<file path="src/rtl/alu_issue_stage_pkg.sv">
// Shared definitions for the ALU operand-issue stage: sizes, ALU mode codes
// and small helpers used by the top and its register file.
package alu_issue_stage_pkg;

  localparam int XLEN    = 32;
  localparam int NREGS   = 32;
  localparam int RADDR_W = 5;

  typedef enum logic [3:0] {
    MODE_ADD = 4'b0000,
    MODE_SUB = 4'b0001,
    MODE_AND = 4'b0010,
    MODE_OR  = 4'b0011,
    MODE_XOR = 4'b0100,
    MODE_NOT = 4'b0101,
    MODE_SLL = 4'b0110,
    MODE_SLA = 4'b0111,
    MODE_SRL = 4'b1000,
    MODE_SRA = 4'b1001
  } alu_mode_e;

  localparam logic [3:0] MODE_MAX = MODE_SRA;

  // Shift modes take only a 5-bit shift amount as operand2.
  function automatic logic is_shift(input logic [3:0] mode);
    return (mode >= MODE_SLL) && (mode <= MODE_MAX);
  endfunction

  function automatic logic is_illegal(input logic [3:0] mode);
    return mode > MODE_MAX;
  endfunction

endpackage

</file>
<file path="src/rtl/alu_issue_stage_if.sv">
// Bundle of the issue stage's instruction input, ALU-side output and
// write-back signals. slave = issue stage view, master = environment view.
interface alu_issue_stage_if
  import alu_issue_stage_pkg::*;
#(
  parameter int XLEN_P    = XLEN,
  parameter int RADDR_W_P = RADDR_W
);
  logic                 in_valid;
  logic                 in_ready;
  logic [RADDR_W_P-1:0] in_rs;
  logic [RADDR_W_P-1:0] in_rt;
  logic [XLEN_P-1:0]    in_imm;
  logic                 in_use_imm;
  logic [3:0]           in_mode;
  logic [RADDR_W_P-1:0] in_rd;
  logic                 in_wr_en;

  logic [XLEN_P-1:0]    alu_operand1;
  logic [XLEN_P-1:0]    alu_operand2;
  logic [3:0]           alu_mode;
  logic                 alu_en;
  logic                 out_valid;
  logic                 out_ready;
  logic [RADDR_W_P-1:0] out_rd;
  logic                 out_wr_en;
  logic                 out_illegal;

  logic                 wb_en;
  logic [RADDR_W_P-1:0] wb_addr;
  logic [XLEN_P-1:0]    wb_data;

  modport slave (
    input  in_valid, in_rs, in_rt, in_imm, in_use_imm, in_mode, in_rd, in_wr_en,
    output in_ready,
    output alu_operand1, alu_operand2, alu_mode, alu_en,
    output out_valid, out_rd, out_wr_en, out_illegal,
    input  out_ready,
    input  wb_en, wb_addr, wb_data
  );

  modport master (
    output in_valid, in_rs, in_rt, in_imm, in_use_imm, in_mode, in_rd, in_wr_en,
    input  in_ready,
    input  alu_operand1, alu_operand2, alu_mode, alu_en,
    input  out_valid, out_rd, out_wr_en, out_illegal,
    output out_ready,
    output wb_en, wb_addr, wb_data
  );

endinterface

</file>
<file path="src/rtl/alu_issue_stage_regfile.sv">
// Architectural register file: two combinational read ports with same-cycle
// write-back bypass, one write port, register 0 hard-wired to zero.
module issue_regfile
  import alu_issue_stage_pkg::*;
#(
  parameter int XLEN_P    = XLEN,
  parameter int NREGS_P   = NREGS,
  parameter int RADDR_W_P = RADDR_W
) (
  input  logic                 clk,
  input  logic                 rst,
  input  logic [RADDR_W_P-1:0] ra_i,
  input  logic [RADDR_W_P-1:0] rb_i,
  output logic [XLEN_P-1:0]    rdata_a_o,
  output logic [XLEN_P-1:0]    rdata_b_o,
  input  logic                 we_i,
  input  logic [RADDR_W_P-1:0] waddr_i,
  input  logic [XLEN_P-1:0]    wdata_i
);

  logic [XLEN_P-1:0] regs_q [NREGS_P];

  function automatic logic [XLEN_P-1:0] rd_port(input logic [RADDR_W_P-1:0] a);
    if (a == '0)                    return '0;
    else if (we_i && waddr_i == a)  return wdata_i;
    else                            return regs_q[a];
  endfunction

  // Write-back port; address 0 is never written.
  always_ff @(posedge clk or posedge rst) begin
    if (rst) begin
      for (int i = 0; i < NREGS_P; i++) regs_q[i] <= '0;
    end else if (we_i && waddr_i != '0) begin
      regs_q[waddr_i] <= wdata_i;
    end
  end

  // Combinational reads with bypass of the write-back in flight.
  always_comb begin
    rdata_a_o = rd_port(ra_i);
    rdata_b_o = rd_port(rb_i);
  end

endmodule

</file>
<file path="src/rtl/alu_issue_stage.sv">
// Operand-issue stage in front of the ALU: register read with bypass,
// immediate/shift operand2 shaping, busy-bit hazard stall and a single-entry
// registered output slot with valid/ready handshake.
module alu_issue_stage
  import alu_issue_stage_pkg::*;
#(
  parameter int XLEN_P    = XLEN,
  parameter int NREGS_P   = NREGS,
  parameter int RADDR_W_P = RADDR_W
) (
  input logic               clk,
  input logic               rst,
  alu_issue_stage_if.slave  bus
);

  logic [XLEN_P-1:0]    rdata_a, rdata_b, op2_sel, op2_fmt;
  logic [NREGS_P-1:0]   busy_q, busy_d;
  logic                 valid_q, valid_d, illegal_q, illegal_d, wr_en_q, wr_en_d;
  logic [XLEN_P-1:0]    op1_q, op1_d, op2_q, op2_d;
  logic [3:0]           mode_q, mode_d;
  logic [RADDR_W_P-1:0] rd_q, rd_d;
  logic                 stall, free, accept, wb_live, in_illegal;

  issue_regfile #(
    .XLEN_P(XLEN_P), .NREGS_P(NREGS_P), .RADDR_W_P(RADDR_W_P)
  ) u_regfile (
    .clk       (clk),
    .rst       (rst),
    .ra_i      (bus.in_rs),
    .rb_i      (bus.in_rt),
    .rdata_a_o (rdata_a),
    .rdata_b_o (rdata_b),
    .we_i      (bus.wb_en),
    .waddr_i   (bus.wb_addr),
    .wdata_i   (bus.wb_data)
  );

  // A busy register stops being a hazard in the cycle its write-back arrives.
  function automatic logic hit(input logic [RADDR_W_P-1:0] r);
    return (r != '0) && busy_q[r] && !(bus.wb_en && bus.wb_addr == r);
  endfunction

  // Hazard detection, handshake and operand2 shaping.
  always_comb begin
    wb_live    = bus.wb_en && (bus.wb_addr != '0);
    in_illegal = is_illegal(bus.in_mode);
    stall      = hit(bus.in_rs) || (!bus.in_use_imm && hit(bus.in_rt)) ||
                 (bus.in_wr_en && hit(bus.in_rd));
    free       = !valid_q || bus.out_ready;
    accept     = bus.in_valid && !rst && free && !stall;
    op2_sel    = bus.in_use_imm ? bus.in_imm : rdata_b;
    op2_fmt    = is_shift(bus.in_mode) ? {{(XLEN_P-5){1'b0}}, op2_sel[4:0]} : op2_sel;
  end

  // Next state of scoreboard and output slot; busy set is applied after the
  // clear so an accept on the same register keeps it busy.
  always_comb begin
    busy_d    = busy_q;
    valid_d   = valid_q;
    op1_d     = op1_q;
    op2_d     = op2_q;
    mode_d    = mode_q;
    rd_d      = rd_q;
    wr_en_d   = wr_en_q;
    illegal_d = illegal_q;
    if (wb_live) busy_d[bus.wb_addr] = 1'b0;
    if (accept) begin
      valid_d   = 1'b1;
      op1_d     = rdata_a;
      op2_d     = op2_fmt;
      mode_d    = bus.in_mode;
      rd_d      = bus.in_rd;
      wr_en_d   = bus.in_wr_en;
      illegal_d = in_illegal;
      if (bus.in_wr_en && bus.in_rd != '0 && !in_illegal) busy_d[bus.in_rd] = 1'b1;
    end else if (bus.out_ready) begin
      valid_d = 1'b0;
    end
  end

  // State registers; reset drops any in-flight bundle and all busy bits.
  always_ff @(posedge clk or posedge rst) begin
    if (rst) begin
      busy_q    <= '0;
      valid_q   <= 1'b0;
      op1_q     <= '0;
      op2_q     <= '0;
      mode_q    <= '0;
      rd_q      <= '0;
      wr_en_q   <= 1'b0;
      illegal_q <= 1'b0;
    end else begin
      busy_q    <= busy_d;
      valid_q   <= valid_d;
      op1_q     <= op1_d;
      op2_q     <= op2_d;
      mode_q    <= mode_d;
      rd_q      <= rd_d;
      wr_en_q   <= wr_en_d;
      illegal_q <= illegal_d;
    end
  end

  assign bus.in_ready     = !rst && free && !stall;
  assign bus.out_valid    = valid_q;
  assign bus.alu_operand1 = op1_q;
  assign bus.alu_operand2 = op2_q;
  assign bus.alu_mode     = mode_q;
  assign bus.out_rd       = rd_q;
  assign bus.out_wr_en    = wr_en_q;
  assign bus.out_illegal  = illegal_q;
  assign bus.alu_en       = valid_q && !illegal_q;

endmodule

</file>
<file path="src/flat_wrapper.sv">
// flat-port wrapper written by rule: the top's interface ports become plain ports
module alu_issue_stage_flat import alu_issue_stage_pkg::*;
#(
  parameter int XLEN_P    = XLEN,
  parameter int NREGS_P   = NREGS,
  parameter int RADDR_W_P = RADDR_W
)
  (clk, rst, bus_in_valid, bus_in_rs, bus_in_rt, bus_in_imm, bus_in_use_imm, bus_in_mode, bus_in_rd, bus_in_wr_en, bus_in_ready, bus_alu_operand1, bus_alu_operand2, bus_alu_mode, bus_alu_en, bus_out_valid, bus_out_rd, bus_out_wr_en, bus_out_illegal, bus_out_ready, bus_wb_en, bus_wb_addr, bus_wb_data);
  alu_issue_stage_if #(.XLEN_P(XLEN_P), .RADDR_W_P(RADDR_W_P)) bus_i ();
  input logic clk;
  input logic rst;
  input wire logic [$bits(bus_i.in_valid)-1:0] bus_in_valid;
  input wire logic [$bits(bus_i.in_rs)-1:0] bus_in_rs;
  input wire logic [$bits(bus_i.in_rt)-1:0] bus_in_rt;
  input wire logic [$bits(bus_i.in_imm)-1:0] bus_in_imm;
  input wire logic [$bits(bus_i.in_use_imm)-1:0] bus_in_use_imm;
  input wire logic [$bits(bus_i.in_mode)-1:0] bus_in_mode;
  input wire logic [$bits(bus_i.in_rd)-1:0] bus_in_rd;
  input wire logic [$bits(bus_i.in_wr_en)-1:0] bus_in_wr_en;
  output wire logic [$bits(bus_i.in_ready)-1:0] bus_in_ready;
  output wire logic [$bits(bus_i.alu_operand1)-1:0] bus_alu_operand1;
  output wire logic [$bits(bus_i.alu_operand2)-1:0] bus_alu_operand2;
  output wire logic [$bits(bus_i.alu_mode)-1:0] bus_alu_mode;
  output wire logic [$bits(bus_i.alu_en)-1:0] bus_alu_en;
  output wire logic [$bits(bus_i.out_valid)-1:0] bus_out_valid;
  output wire logic [$bits(bus_i.out_rd)-1:0] bus_out_rd;
  output wire logic [$bits(bus_i.out_wr_en)-1:0] bus_out_wr_en;
  output wire logic [$bits(bus_i.out_illegal)-1:0] bus_out_illegal;
  input wire logic [$bits(bus_i.out_ready)-1:0] bus_out_ready;
  input wire logic [$bits(bus_i.wb_en)-1:0] bus_wb_en;
  input wire logic [$bits(bus_i.wb_addr)-1:0] bus_wb_addr;
  input wire logic [$bits(bus_i.wb_data)-1:0] bus_wb_data;
  assign bus_i.in_valid = bus_in_valid;
  assign bus_i.in_rs = bus_in_rs;
  assign bus_i.in_rt = bus_in_rt;
  assign bus_i.in_imm = bus_in_imm;
  assign bus_i.in_use_imm = bus_in_use_imm;
  assign bus_i.in_mode = bus_in_mode;
  assign bus_i.in_rd = bus_in_rd;
  assign bus_i.in_wr_en = bus_in_wr_en;
  assign bus_in_ready = bus_i.in_ready;
  assign bus_alu_operand1 = bus_i.alu_operand1;
  assign bus_alu_operand2 = bus_i.alu_operand2;
  assign bus_alu_mode = bus_i.alu_mode;
  assign bus_alu_en = bus_i.alu_en;
  assign bus_out_valid = bus_i.out_valid;
  assign bus_out_rd = bus_i.out_rd;
  assign bus_out_wr_en = bus_i.out_wr_en;
  assign bus_out_illegal = bus_i.out_illegal;
  assign bus_i.out_ready = bus_out_ready;
  assign bus_i.wb_en = bus_wb_en;
  assign bus_i.wb_addr = bus_wb_addr;
  assign bus_i.wb_data = bus_wb_data;
  alu_issue_stage #(.XLEN_P(XLEN_P), .NREGS_P(NREGS_P), .RADDR_W_P(RADDR_W_P)) u_core (.clk(clk), .rst(rst), .bus(bus_i));
endmodule
</file>
<file path="config.mk">
export PLATFORM = sky130hd
export DESIGN_NAME = alu_issue_stage_flat
export DESIGN_NICKNAME = d
export VERILOG_FILES = /design/src/rtl/alu_issue_stage_pkg.sv /design/src/rtl/alu_issue_stage_if.sv /design/src/rtl/alu_issue_stage_regfile.sv /design/src/rtl/alu_issue_stage.sv /design/src/flat_wrapper.sv
export SDC_FILE = /design/constraint.sdc
export NUM_CORES = 2
export LEC_CHECK = 0
export CAP_MARGIN = 20
export CORE_MARGIN = 8
export CORE_UTILIZATION = 25
export CTS_BUF_LIST = sky130_fd_sc_hd__clkbuf_8
export CTS_CLUSTER_DIAMETER = 120
export DETAILED_ROUTE_END_ITERATION = 7
export PLACE_DENSITY = 0.4
export SLEW_MARGIN = 40
export SYNTH_ARGS = -nofsm -noshare
export SYNTH_HDL_FRONTEND = slang
export SYNTH_HIERARCHICAL = 1
export SYNTH_SLANG_ARGS = --single-unit
</file>
<file path="constraint.sdc">
create_clock -name clk -period 93.7 [get_ports clk]
set_input_delay 18.74 -clock clk [delete_from_list [all_inputs] [get_ports clk]]
set_output_delay 18.74 -clock clk [all_outputs]
set_load 0.02 [all_outputs]
</file>
==> results.txt <==
status: completed
core area: 0.2453 mm²
DR vias/cell: 5.355
Core Rows: 182
worst reg-to-reg path cell count: 7
flop2flop setup slack: 90.01 ns
drt first-iter violations: 3320
CTS tree: yes
nature of the critical path endpoint: primary output
Critical Path RT: 74.96 ns
pre-CTS WS: 52.95 ns
Port Buffer Count: 172
Cell variety after synth: 73
LEAKAGE: 30.02 nW
wire length per cell: 33.14 µm
Final setup viols: 0
kind of critical path: input port to primary output
Final GP Congestion: 0.8175
CTS Root Cell: clkbuf_8
Logic pwr share: 22.8%
GRT Total Usage: 19.15%
die span in x: 512.1 µm
clock skew: 0.06224 ns
Final Hold Fails: 0
htree depth: 4
VDD IR max: 0.00001232 V
sw frac: 30.66%
share of layout cells above drive strength 1: 43.69%
# DRC: 0
worst setup path startpoint: bus_in_rt[0]
Overflow after GRT: 0
largest net degree at the start of global routing: 98
Final Cycle Share: 43.43%
CP max FO: 52
cell area after layout: 0.07061 mm²
post_cts resized: 0
syn nets: 4439
CTS Sinks: 1132
Nets: 4503
Max Root-Sink Buffers: 3
starting density of the core: 25.08%
first-pass GRT wire length: 362800 µm
dominant synthesized flop cell: dfrtp_1
share of the synthesized area in the top cell type: 46.05%
yosys warns: 6
Tmin final: 40.70 ns
Seq pwr share: 44.7%
EDFF count, synth: 0
drt pass-1 iters: 7
clock latency on the worst-skew pair: 1.00 ns
P&R area growth vs syn: 14.78%
cts hold-fix bufs: 0
fmax: 24.57 MHz
worst r2r src: u_core/busy_q[1]
register area share after synthesis: 46.05%
total CTS buffers: 206
num ports: 173
worst rel slew slack: 27.96%
chip height: 512.1 µm
Synth area leader: dfrtp_1
P_int: 1.014 mW
initial antenna violation count: 17
Async SR Flop Fraction: 100.0%
RR Endpoint: u_core/bus.alu_operand1[13]
pwr dens: 20.71 mW/mm²
number of global-route vias before repair: 43370
critical path capture point: bus_in_ready
Clock Pin Slew Worst Setup and Hold Paths: 0.06 ns
Routed Antenna Nets: 0
Sw Pwr: 0.4483 mW
min-delay src: u_core/u_regfile/regs_q[1003]
Max Slew Vio Count: 0
largest cells by area after synthesis: dfrtp_1 46%, mux2_2 19%, mux4_2 15%
Critical Path AT: 21.96 ns
Yosys reg bits: 1132
post-synthesis cell count: 4344
Syn Area/Cell: 14.16 µm²
final WL: 257900 µm
Netlist Area Pre-Place: 0.06152 mm²
post-CTS setup buffer count: 0
die area: 0.2622 mm²
RSZ-0062 raised after global routing: false
HPWL Detailed: 149400 µm
setup TNS: 0 ns
Hold Path Class: register to register
placed cell area: 0.06652 mm²
crit start category: input port
clock power share: 32.6%
routed via count: 41680
worst-margin pin slew: 1.077 ns
final worst slack: 53.00 ns
MaxCap Viol Count: 0
-- state kept, by name, summed over array words and instances (netlist names) --
register	flops
u_core/bus.alu_mode	4
u_core/bus.alu_operand1	32
u_core/bus.alu_operand2	32
u_core/bus.out_illegal	1
u_core/bus.out_rd	5
u_core/bus.out_valid	1
u_core/bus.out_wr_en	1
u_core/busy_q	32
u_core/u_regfile/regs_q	1024
-- synth_stat cells (all sizes together), types with 61 or more instances --
| master | n |
|---|---|
| dfrtp | 1132 |
| mux2 | 1100 |
| mux4 | 424 |
| buf | 275 |
| mux2i | 244 |
| clkbuf | 201 |
| o21ai | 132 |
| a22oi | 106 |
| nor2 | 105 |
| nand2 | 97 |
| o22ai | 65 |
| a221oi | 61 |
-- placed cells by master (no fill, tap or decap), types with 10 or more instances in the layout --
cell,count
nand2_4,15
o211ai_1,18
o21ai_0,109
a211o_1,18
mux4_1,17
a221o_1,20
mux2i_1,244
mux4_2,407
xor2_1,20
nor3b_1,16
mux2_1,69
o22a_1,12
nand3_1,27
nor2_1,80
inv_1,87
nor2_4,19
a22oi_1,106
a211oi_1,17
nor3_1,21
buf_6,28
nand2_1,78
buf_16,10
a21oi_1,58
clkdlybuf4s50_1,157
mux2_2,1031
o21ai_1,22
dfrtp_1,1132
o22ai_1,62
a221oi_1,54
buf_4,115
clkinv_2,14
clkbuf_8,258
nor2b_1,18
-- kinds of logic (layout without fill, tap and decap cells) --
logic type | count (synthesis) | after routing | synth area share, %
flip-flops | 1132 | 1132 | 46.05
XOR/XNOR | 25 | 25 | 0.3559
other | 0 | 7 | 0
multiplexers | 1768 | 1768 | 39.73
AO/OA/AOI/OAI | 569 | 569 | 6.500
AND/OR/NAND/NOR | 357 | 357 | 2.878
buffers and inverters | 493 | 706 | 4.491
-- through the flow --
step,hold WS [ns],cells,power [mW],utilization [%]
4_1_cts,0.3973,7776,1.480,28.78
3_5_place_dp,0.3844,7419,0.9941,27.12
5_1_grt,0.4087,7781,1.535,28.79
3_3_place_gp,0.3744,7408,0.9870,26.95
6_report,0.3913,7784,1.462,28.79
2_1_floorplan,0.4246,4344,0.8737,-
-- per-layer routing --
metal / global-route usage, % / vias up / routed length [µm]
met5: 0 / - / 49
met4: 5.899 / 8 / 8451
met3: 3.777 / 418 / 14750
met2: 29.56 / 1459 / 115500
met1: 27.10 / 22920 / 119200
li1: - / 16880 / -
-- critical path, cell delays in order --
cell,delay (ns)
buf_8,0.42
buf_6,0.60
mux4_2,0.58
o32ai_1,0.27
nor4_1,0.11
o21ai_1,0.32
o211a_1,0.23
clkdlybuf4s50_1,0.61
-- worst min path at each step --
stage / to / slack (ns) / cells after the start
2_1_floorplan: u_core/busy_q[0] / 0.42 / 1
3_3_place_gp: u_core/u_regfile/regs_q[1023] / 0.37 / 0
3_5_place_dp: u_core/u_regfile/regs_q[1023] / 0.38 / 0
4_1_cts: u_core/u_regfile/regs_q[1014] / 0.40 / 0
5_1_grt: u_core/u_regfile/regs_q[1017] / 0.41 / 0
6_report: u_core/u_regfile/regs_q[1003] / 0.39 / 0
-- final cells by class --
type,count,area [µm²]
Antenna cell,7,17.52
Clock buffer,257,3537
Clock inverter,100,515.5
Fill cell,24750,174600
Inverter,17,77.57
Multi-Input combinational cell,2719,30800
Sequential cell,1132,28330
Tap cell,3220,4029
Timing Repair Buffer,332,3309
-- power by group through the flow --
stage	combinational, mW	sequential, mW	clock (mW)
after detailed placement	0.335	0.659	0
after floorplan	0.224	0.649	0
after global placement	0.331	0.657	0
after global routing	0.356	0.666	0.513
after CTS	0.336	0.651	0.493
final	0.333	0.653	0.477
No activity file was read; power rests on OpenSTA's default activity.
